===== src/rtl/prog_seq_pkg.sv =====
// Shared types, legacy defaults and helpers for the programmable sequence generator.
package prog_seq_pkg;

    // Sequencer state: stepping through the table, or parked after a one-shot run.
    typedef enum logic {
        StRun  = 1'b0,
        StIdle = 1'b1
    } seq_state_e;

    // Legacy fixed-sequence codes loaded into table[0..3] at reset.
    localparam logic [2:0] SEQ_DEF0 = 3'b000;
    localparam logic [2:0] SEQ_DEF1 = 3'b010;
    localparam logic [2:0] SEQ_DEF2 = 3'b011;
    localparam logic [2:0] SEQ_DEF3 = 3'b101;

    // Legacy sequence length.
    localparam int unsigned LEN_DEF = 4;

    // Reset contents of table entry i; entries past the legacy four are zero.
    function automatic logic [2:0] def_code(input int unsigned i);
        logic [2:0] code;
        case (i)
            0:       code = SEQ_DEF0;
            1:       code = SEQ_DEF1;
            2:       code = SEQ_DEF2;
            3:       code = SEQ_DEF3;
            default: code = 3'b000;
        endcase
        return code;
    endfunction

    // Map a requested length onto the legal range 1..depth.
    function automatic int unsigned clamp_len(input int unsigned req, input int unsigned depth);
        int unsigned len;
        if (req == 0) begin
            len = 1;
        end else if (req > depth) begin
            len = depth;
        end else begin
            len = req;
        end
        return len;
    endfunction

endpackage


===== src/rtl/seq_table.sv =====
// DEPTH x WIDTH code table: async reset to the legacy codes, one write port,
// one combinational read port.
module seq_table
    import prog_seq_pkg::*;
#(
    parameter int unsigned WIDTH = 3,
    parameter int unsigned DEPTH = 8,
    parameter int unsigned AW    = $clog2(DEPTH)
) (
    input  logic             i_clk,
    input  logic             i_rst_n,
    input  logic             i_wr_en,
    input  logic [AW-1:0]    i_wr_addr,
    input  logic [WIDTH-1:0] i_wr_data,
    input  logic [AW-1:0]    i_rd_addr,
    output logic [WIDTH-1:0] o_rd_data
);

    logic [WIDTH-1:0] r_mem [DEPTH];

    // Storage: reset restores the legacy table (zero-extended or truncated to WIDTH).
    always_ff @(posedge i_clk or negedge i_rst_n) begin
        if (!i_rst_n) begin
            for (int i = 0; i < int'(DEPTH); i++) begin
                r_mem[i] <= WIDTH'(def_code(i));
            end
        end else if (i_wr_en) begin
            r_mem[i_wr_addr] <= i_wr_data;
        end
    end

    // Read port: no pipeline, so a write is visible the cycle after its edge.
    always_comb begin
        o_rd_data = r_mem[i_rd_addr];
    end

endmodule


===== src/rtl/prog_seq_gen.sv =====
// Programmable sequence generator: steps through a writable code table in loop
// or one-shot mode. Default parameters with en tied high reproduce the legacy
// 000 -> 010 -> 011 -> 101 generator.
module prog_seq_gen
    import prog_seq_pkg::*;
#(
    parameter int unsigned WIDTH = 3,
    parameter int unsigned DEPTH = 8,
    parameter int unsigned AW    = $clog2(DEPTH)
) (
    input  logic             i_clk,
    input  logic             i_rst_n,
    input  logic             i_en,
    input  logic             i_start,
    input  logic             i_oneshot,
    input  logic             i_wr_en,
    input  logic [AW-1:0]    i_wr_addr,
    input  logic [WIDTH-1:0] i_wr_data,
    input  logic             i_len_we,
    input  logic [AW:0]      i_len_data,
    output logic [WIDTH-1:0] o_out,
    output logic [AW-1:0]    o_idx,
    output logic             o_busy,
    output logic             o_done
);

    // Elaboration-time parameter sanity.
    if (WIDTH < 1) begin : g_bad_width
        $error("prog_seq_gen: WIDTH must be >= 1");
    end
    if (DEPTH < 4 || (DEPTH & (DEPTH - 1)) != 0) begin : g_bad_depth
        $error("prog_seq_gen: DEPTH must be a power of two >= 4");
    end

    seq_state_e    r_state;
    seq_state_e    w_state_d;
    logic [AW-1:0] r_idx;
    logic [AW-1:0] w_idx_d;
    logic [AW:0]   r_len;
    logic [AW:0]   w_len_d;
    logic          r_done;
    logic          w_done_d;
    logic          w_last;

    seq_table #(
        .WIDTH (WIDTH),
        .DEPTH (DEPTH),
        .AW    (AW)
    ) u_table (
        .i_clk     (i_clk),
        .i_rst_n   (i_rst_n),
        .i_wr_en   (i_wr_en),
        .i_wr_addr (i_wr_addr),
        .i_wr_data (i_wr_data),
        .i_rd_addr (r_idx),
        .o_rd_data (o_out)
    );

    // Final-entry detect; >= so a shortened len leaving idx past the end still
    // takes the wrap/stop branch. r_len is never 0, so len-1 cannot underflow.
    always_comb begin
        w_last = ({1'b0, r_idx} >= (r_len - 1'b1));
    end

    // Next length: clamp requested value into 1..DEPTH.
    always_comb begin
        w_len_d = r_len;
        if (i_len_we) begin
            w_len_d = (AW + 1)'(clamp_len(32'(i_len_data), DEPTH));
        end
    end

    // Next state / index / done; start overrides any advance.
    always_comb begin
        w_state_d = r_state;
        w_idx_d   = r_idx;
        w_done_d  = 1'b0;
        if (i_start) begin
            w_state_d = StRun;
            w_idx_d   = '0;
        end else begin
            unique case (r_state)
                StRun: begin
                    if (i_en) begin
                        if (!w_last) begin
                            w_idx_d = r_idx + 1'b1;
                        end else if (!i_oneshot) begin
                            w_idx_d = '0;
                        end else begin
                            // One-shot end: park on the last entry and pulse done.
                            w_state_d = StIdle;
                            w_done_d  = 1'b1;
                        end
                    end
                end
                StIdle: begin
                    // en ignored; only start leaves IDLE.
                end
                default: begin
                    w_state_d = StRun;
                end
            endcase
        end
    end

    // Control registers.
    always_ff @(posedge i_clk or negedge i_rst_n) begin
        if (!i_rst_n) begin
            r_state <= StRun;
            r_idx   <= '0;
            r_len   <= (AW + 1)'(LEN_DEF);
            r_done  <= 1'b0;
        end else begin
            r_state <= w_state_d;
            r_idx   <= w_idx_d;
            r_len   <= w_len_d;
            r_done  <= w_done_d;
        end
    end

    // Outputs.
    always_comb begin
        o_idx  = r_idx;
        o_busy = (r_state == StRun);
        o_done = r_done;
    end

endmodule


===== config.mk =====
export PLATFORM = sky130hd
export DESIGN_NAME = prog_seq_gen
export DESIGN_NICKNAME = d
export VERILOG_FILES = /design/src/rtl/prog_seq_pkg.sv /design/src/rtl/seq_table.sv /design/src/rtl/prog_seq_gen.sv
export SDC_FILE = /design/constraint.sdc
export NUM_CORES = 1
export LEC_CHECK = 0
export ABC_AREA = 1
export CAP_MARGIN = 25
export CORE_MARGIN = 1
export CORE_UTILIZATION = 48
export CTS_CLUSTER_DIAMETER = 100
export DETAILED_ROUTE_END_ITERATION = 7
export HOLD_SLACK_MARGIN = 0.06
export PLACE_DENSITY = 0.74
export SYNTH_ARGS = -nofsm -noshare
export SYNTH_HDL_FRONTEND = slang
export SYNTH_SLANG_ARGS = --single-unit

===== constraint.sdc =====
create_clock -name i_clk -period 1.85 [get_ports i_clk]
set_clock_uncertainty 0.2 [all_clocks]
set_input_delay 0.2775 -clock i_clk [delete_from_list [all_inputs] [get_ports i_clk]]
set_output_delay 0.2775 -clock i_clk [all_outputs]
set_load 0.01 [all_outputs]

==> results of run 1 <==
-- how the worst min path moves through the flow --
stage	from	end	slack (ns)	cells past startpoint
floorplan	i_rst_n	o_done	-0.22	0
global placement	u_table.r_mem[22]	u_table.r_mem[22]	0.28	2
detailed placement	u_table.r_mem[23]	u_table.r_mem[23]	0.28	2
CTS	i_rst_n	u_table.r_mem[11]	0.14	2
global route	i_rst_n	u_table.r_mem[13]	0.16	2
finish	i_rst_n	u_table.r_mem[23]	0.13	2
-- power breakdown --
group	internal (W)	total [W]	leakage, nW	switching (W)
logic	0.000247	0.000507	0.634	0.000259
clock network	0.000220	0.000466	0.0413	0.000246
registers	0.000852	0.000942	0.398	0.0000903
-- synthesized netlist by cell type --
master,number
nor3_4,1
xnor2_1,1
o22ai_1,3
dfrtp_1,27
nor2_1,29
buf_6,2
nor3_1,1
ha_1,5
o21ai_0,27
dfstp_2,6
buf_2,1
inv_2,1
nand3_1,7
nand4_1,2
xor2_1,1
o32ai_1,6
a21oi_1,6
inv_1,22
nand2_1,52
-- cells in the final DEF, fill, tap and decap left out, types with 2 or more instances in the layout --
cell / count
ha_1: 4
nand2_2: 3
clkdlybuf4s50_1: 17
o22ai_1: 3
clkbuf_4: 5
nand2_1: 49
a21oi_1: 6
inv_1: 21
dfrtp_2: 3
dfrtp_1: 24
dfstp_2: 6
buf_12: 2
clkbuf_8: 2
o21ai_0: 23
buf_4: 11
buf_2: 3
nor2_2: 2
nor2_1: 27
o21ai_1: 4
buf_6: 4
dlymetal6s2s_1: 2
nand3_2: 3
o32ai_1: 5
nand3_1: 4
nand4_1: 2
-- routing by layer --
layer	global-route usage [%]	part of all wire, %
met1	31.91	43
met2	38.46	48
met3	7.036	7.1
met4	10.63	1.9
met5	0	0
-- sequential cells by signal (all words and copies together) (netlist names) --
signal / cells
o_done: 1
o_idx: 3
r_len: 4
r_state: 1
u_table.r_mem: 24
-- critical path, cell delays in order, from the launching register on --
cell	delay [ns]
dfrtp_2	0.49
buf_6	0.13
clkinvlp_4	0.13
buf_6	0.16
ha_4	0.25
inv_2	0.02
nand2_1	0.04
nand2_1	0.05
nand2_1	0.05
nand2_1	0.05
nand2_2	0.08
nand3_2	0.09
buf_4	0.15
nor3_2	0.08
-- logic make-up (layout without fill, tap and decap cells) --
family                   count (synthesis)  count (layout)  synth area share, %
AND/OR/NAND/NOR                         92              92                22.78
flip-flops                              33              33                50.92
AO/OA/AOI/OAI                           42              42                14.45
adder cells (fa/ha/maj)                  5               5                3.823
buffers and inverters                   26              73                6.957
XOR/XNOR                                 2               2                1.071
-- metrics by stage --
step | std cells | instance area (sq um) | setup WS (ns) | setup TNS [ns]
CTS | 289 | 2162 | -0.1860 | -1.250
global route | 291 | 2197 | -0.3137 | -2.358
global placement | 274 | 1984 | -0.2233 | -1.181
finish | 291 | 2197 | -0.2093 | -1.555
detailed placement | 274 | 1984 | -0.2495 | -1.554
floorplan | 200 | 1637 | 0.005440 | 0
-- repair_timing --
item,in CTS,in global routing
pin swaps,16,5
setup buffers,6,2
hold buffers,0,0
cloned,1,0
endpoints found under the setup margin,11,11
gates resized for setup,35,6
-- final cells by class --
class,count,area [sq um],area share [%]
Sequential cell,33,837.1,38.10
Multi-Input combinational cell,141,742.0,33.77
Timing Repair Buffer,41,396.6,18.05
Inverter,23,88.84,4.043
Clock buffer,7,65.06,2.961
Tap cell,44,55.05,2.506
Timing Repair inverter,1,7.507,0.3417
Clock inverter,1,5.005,0.2278
==> implementation parameters, run 1 <==
Parameter                              Value

Status
  Outcome    finished, violations left
  Failing checks    negative setup slack

Critical path
  Critical Path AT    2.14 ns
  Crit path capture type    flip-flop
  Crit path launch type    flip-flop
  End point of the critical path    o_done
  Worst setup slack for register-to-register paths    -0.21 ns
  Kind of critical path    reg2reg
  Start of the worst register-to-register path    o_idx[0]
  R2R cell count    13
  Largest fanout of any net on the critical path    6
  Setup crit start    o_idx[0]
  Capture instance of the worst register-to-register path    o_done
  Data required time of the critical path    1.93 ns

Layout
  Fin util    69.68%
  Area growth syn-to-layout    34.25%
  Fraction of layout instances using a drive strength above 1    21.05%
  Final nets    268
  Count of inserted antenna diode cells    0
  Filler Cells Inserted    256

GRT
  Residual overflow from global routing    0
  Largest net degree at the start of global routing    34
  Wire length of the first global-routing pass    6.389 mm
  Overall track demand over capacity in global routing    24.58%
  Initial antenna violation count    0
  Vias in the first global route    1,468

Timing
  Upper clock frequency limit    485.6 MHz
  Worst slew margin relative to its limit    73.07%
  Period utilisation layout    111.3%
  Unrepaired setup endpoints after global routing    true
  Final-report hold violation count    0
  Worst Hold Slack    0.1254 ns
  Transition time of the tightest slew-check pin    0.4040 ns
  Least setup slack across all paths after layout    -0.2093 ns
  Max-slew violation count    0
  Minimum period implied by the final worst setup slack    2.059 ns
  Number of setup violations in the final report    8

Routing
  Number of vias per cell after detailed routing    5.282
  DRT Wirelength    3.915 mm
  Via count    1,537
  Length of the first detailed-routing pass in iterations    4
  Final routed wire length divided by cell count    13.45 um
  Antenna violation net count after detailed routing    0
  Detailed-route DRC error count    0
  Drt initial violations    83

Clocking
  Clock Sinks    33
  Total number of H-tree levels    2
  Number of buffers between clock root and the deepest sink    2
  Insertion delay to the later sink of the worst-skew pair    0.34 ns
  Post-CTS clock slew at the launch and capture registers of the worst setup and hold paths    0.10 ns
  Number of clock buffers inserted by TritonCTS    5
  Master cell of the clock root buffer    clkbuf_4
  CTS tree    done

Synth
  Number of warning messages in the yosys log    0
  Yosys cell types    19
  Synthesized area per cell    8.183 sq um
  Post-synth top area cell    dfrtp_1
  Top-area cell type share of the netlist area    41.28%
  Post-synthesis instance area    1637 sq um
  Syn nets    222
  Area contributors post-synth    dfrtp_1 41%, nand2_1 12%, dfstp_2 9.6%
  Fraction of the yosys area taken by sequential cells    50.92%
  Gate Count Post-Synth    200
  Synthesized flop and latch total    33

Power
  Pwr/cell area    871.7 nW/um^2
  Max IR drop VDD    501.7 uV
  Leakage power summed over all cells    1.073 nW
  Total Power    0.001915 W

Placement
  Routability congestion estimate from global placement    0.9195
  Count of buffers inserted at the top-level ports    24
  DPL Wire Length    2.747 mm

Floorplan
  Die outline area    3647 sq um
  Standard cell core area    3153 sq um
  Starting utilization of the core area    51.90%
  I/O Pins    25
  Rows    20
  Die extent in x    60.39 um
  Die Height    60.39 um

Run
  Max Cap Viol    0

Hold path
  Hold Path Class    in2async
(Power assumes the default switching activity.)
==> inputs of run 2 (changes only) <==
clock period = 1.75 ns   (was 1.85 ns; I/O delays follow)
==> implementation parameters, run 2 (same netlist as run 1, synthesis figures left out) <==
Parameter                              Value

Status
  Outcome    finished, violations left
  Failing checks    negative setup slack

Placement
  Count of placed standard cells including taps    278 (+1.5%)
  DPL Wire Length    2.965 mm (+8.0%)
  Routability congestion estimate from global placement    0.8990 (-2.2%)
  Post-placement setup slack    -0.2949 ns (-0.04549 ns)
  Count of buffers inserted at the top-level ports    24 (unchanged)

Floorplan
  Die outline area    3647 sq um (unchanged)
  Die extent in x    60.39 um (unchanged)
  Standard cell core area    3153 sq um (unchanged)
  I/O Pins    25 (unchanged)
  Die Height    60.39 um (unchanged)
  Rows    20 (unchanged)
  Starting utilization of the core area    51.90% (unchanged)

Critical path
  Largest fanout of any net on the critical path    5 (-1)
  Data required time of the critical path    1.29 ns (-0.64 ns)
  Family with the most delay on the worst path    flip-flops
  Crit path launch type    flip-flop
  Library cell contributing the largest single delay on the critical path    dfrtp_2
  Most frequent cell on the critical path    nand2_1
  Biggest cell delay along the critical path    0.48 ns (about the same)
  Kind of critical path    reg2out
  Number of buffers and inverters on the critical path    2 (-3)
  Crit path capture type    primary output
  Cell-by-cell trace of the critical path    clkinvlp_4 -> nor2_1 -> o32ai_2 -> nand2_1 -> nand2_1 -> buf_2
  Critical Path AT    1.63 ns (-0.51 ns)

Layout
  Count of inserted antenna diode cells    0 (unchanged)
  Area growth syn-to-layout    38.15%
  Total area of multi-input combinational cells    792.0 sq um (+6.7%)
  Final nets    272 (+1.5%)
  Number of flip-flops in the largest register    24 (unchanged)
  Area used by sequential logic in the layout    835.8 sq um (-0.15%)
  Commonest non-fill, non-tap cells in the layout    49 x nand2_1, 25 x o21ai_0, 25 x dfrtp_1
  Filler-free cell count of the finished design    295 (+1.4%)
  Register containing the most flip-flops in the final layout    u_table.r_mem
  Leading cell type in the layout, fill and taps excluded    nand2_1
  Filler Cells Inserted    255 (-0.39%)
  Fraction of layout instances using a drive strength above 1    25.10% (+4.0 points)

Hold path
  Hold Path Class    in2async

Clocking
  Total number of H-tree levels    2 (unchanged)
  Clock Sinks    33 (unchanged)
  CTS tree    done
  Post-CTS clock slew at the launch and capture registers of the worst setup and hold paths    0.10 ns (about the same)
  Insertion delay to the later sink of the worst-skew pair    0.33 ns (about the same)
  Number of clock buffers inserted by TritonCTS    5 (unchanged)
  Number of buffers between clock root and the deepest sink    2 (unchanged)
  Master cell of the clock root buffer    clkbuf_4

GRT
  Wire length of the first global-routing pass    6.506 mm (+1.8%)
  Vias in the first global route    1,458 (-0.68%)
  Residual overflow from global routing    0 (unchanged)
  Overall track demand over capacity in global routing    25.31% (+0.73 points)
  Initial antenna violation count    0 (unchanged)
  Largest net degree at the start of global routing    34 (unchanged)

Timing
  Final-layout setup total negative slack    -2.090 ns (-0.5351 ns)
  Final-report hold violation count    0 (unchanged)
  Upper clock frequency limit    478.1 MHz
  Max-slew violation count    0 (unchanged)
  Minimum period implied by the final worst setup slack    2.091 ns
  Least setup slack across all paths after layout    -0.3414 ns (-0.1322 ns)
  Period utilisation layout    119.5%
  Worst Hold Slack    0.08844 ns (-0.03697 ns)
  Number of setup violations in the final report    8 (unchanged)
  Unrepaired setup endpoints after global routing    true
  Worst slew margin relative to its limit    79.76% (+6.7 points)
  Transition time of the tightest slew-check pin    0.3026 ns (-0.1014 ns)

Routing
  DRT Wirelength    4.337 mm (+11%)
  Via count    1,569 (+2.1%)
  Number of vias per cell after detailed routing    5.319 (+0.70%)
  Drt initial violations    72 (-13%)
  Detailed-route DRC error count    0 (unchanged)
  Length of the first detailed-routing pass in iterations    4 (unchanged)
  Final routed wire length divided by cell count    14.70 um (+9.3%)
  Antenna violation net count after detailed routing    0 (unchanged)

Power
  Leakage power summed over all cells    1.086 nW (+1.2%)
  Pwr/cell area    912.8 nW/um^2 (+4.7%)
  Max IR drop VDD    562.5 uV (+12%)

Run
  Max Cap Viol    0 (unchanged)
## run 2: changes by cell type in the layout (fill, tap and decap cells not counted), sizes merged
cell / previous run / this run
dlymetal6s2s: 2 / 0
dlygate4sd2: 1 / 3
buf: 20 / 24
## run 2: layout make-up
class / count / area share, %
clock buffer: 7 / 2.878
timing repair buffer: 45 / 18.21
tap: 44 / 2.435
multi-input combinational: 141 / 35.03
sequential: 33 / 36.97
inverter: 23 / 3.929
timing repair inverter: 1 / 0.3320
clock inverter: 1 / 0.2214
## run 2: repair_timing
action	CTS	global route
gates cloned	1	0
hold buffers	0	0
resized for setup	26	19
pin swaps	7	9
setup endpoints to repair	12	10
setup buffers	3	5
## run 2: final timing paths
path	startpoint	endpoint	slack (ns)	cells past startpoint
setup / recovery	o_idx[0]	o_out[1]	-0.34	6
hold / removal	i_rst_n	r_len[1]	0.09	2
setup reg to reg	o_idx[0]	r_state	-0.25	12
hold reg to reg	u_table.r_mem[9]	u_table.r_mem[9]	0.30	2
max in group asynchronous	i_rst_n	u_table.r_mem[15]	1.01	2
min in group i_clk	i_len_data[2]	r_len[2]	0.29	3
## run 2: through the flow
stage                     total power, W  util (%)  cell area, sq um
after global routing            0.002185     71.71              2261
after CTS                       0.001992     68.21              2151
after global placement          0.001476     64.72              2041
after floorplan                 0.001264         -              1663
final                           0.002064     71.71              2261
after detailed placement        0.001505     64.72              2041
## run 2: routing by layer
metal  vias to the layer above  GRT usage (%)  part of all wire, %
met5                         -              0                    0
met4                         0          13.62                  2.4
met3                        13          4.904                  5.2
met2                        66          43.64                   52
met1                       728          29.78                   40
li1                        762              -                    -
## run 2: power breakdown
group | internal, W | total [W] | leakage, nW | switching [W]
clock | 0.000233 | 0.000487 | 0.0413 | 0.000254
sequential | 0.000901 | 0.00100 | 0.400 | 0.0000987
combinational | 0.000274 | 0.000577 | 0.645 | 0.000303
## run 2: worst reg2reg max path: stages (launching register included)
cell and delay [ns]:
dfrtp_2 0.47, clkinvlp_4 0.19, buf_6 0.16, ha_4 0.25
inv_2 0.02, nand2_1 0.04, nand2_1 0.04, nand2_1 0.05
nand2_1 0.06, nand2_2 0.11, buf_4 0.12, nand4_1 0.07
a21oi_1 0.15
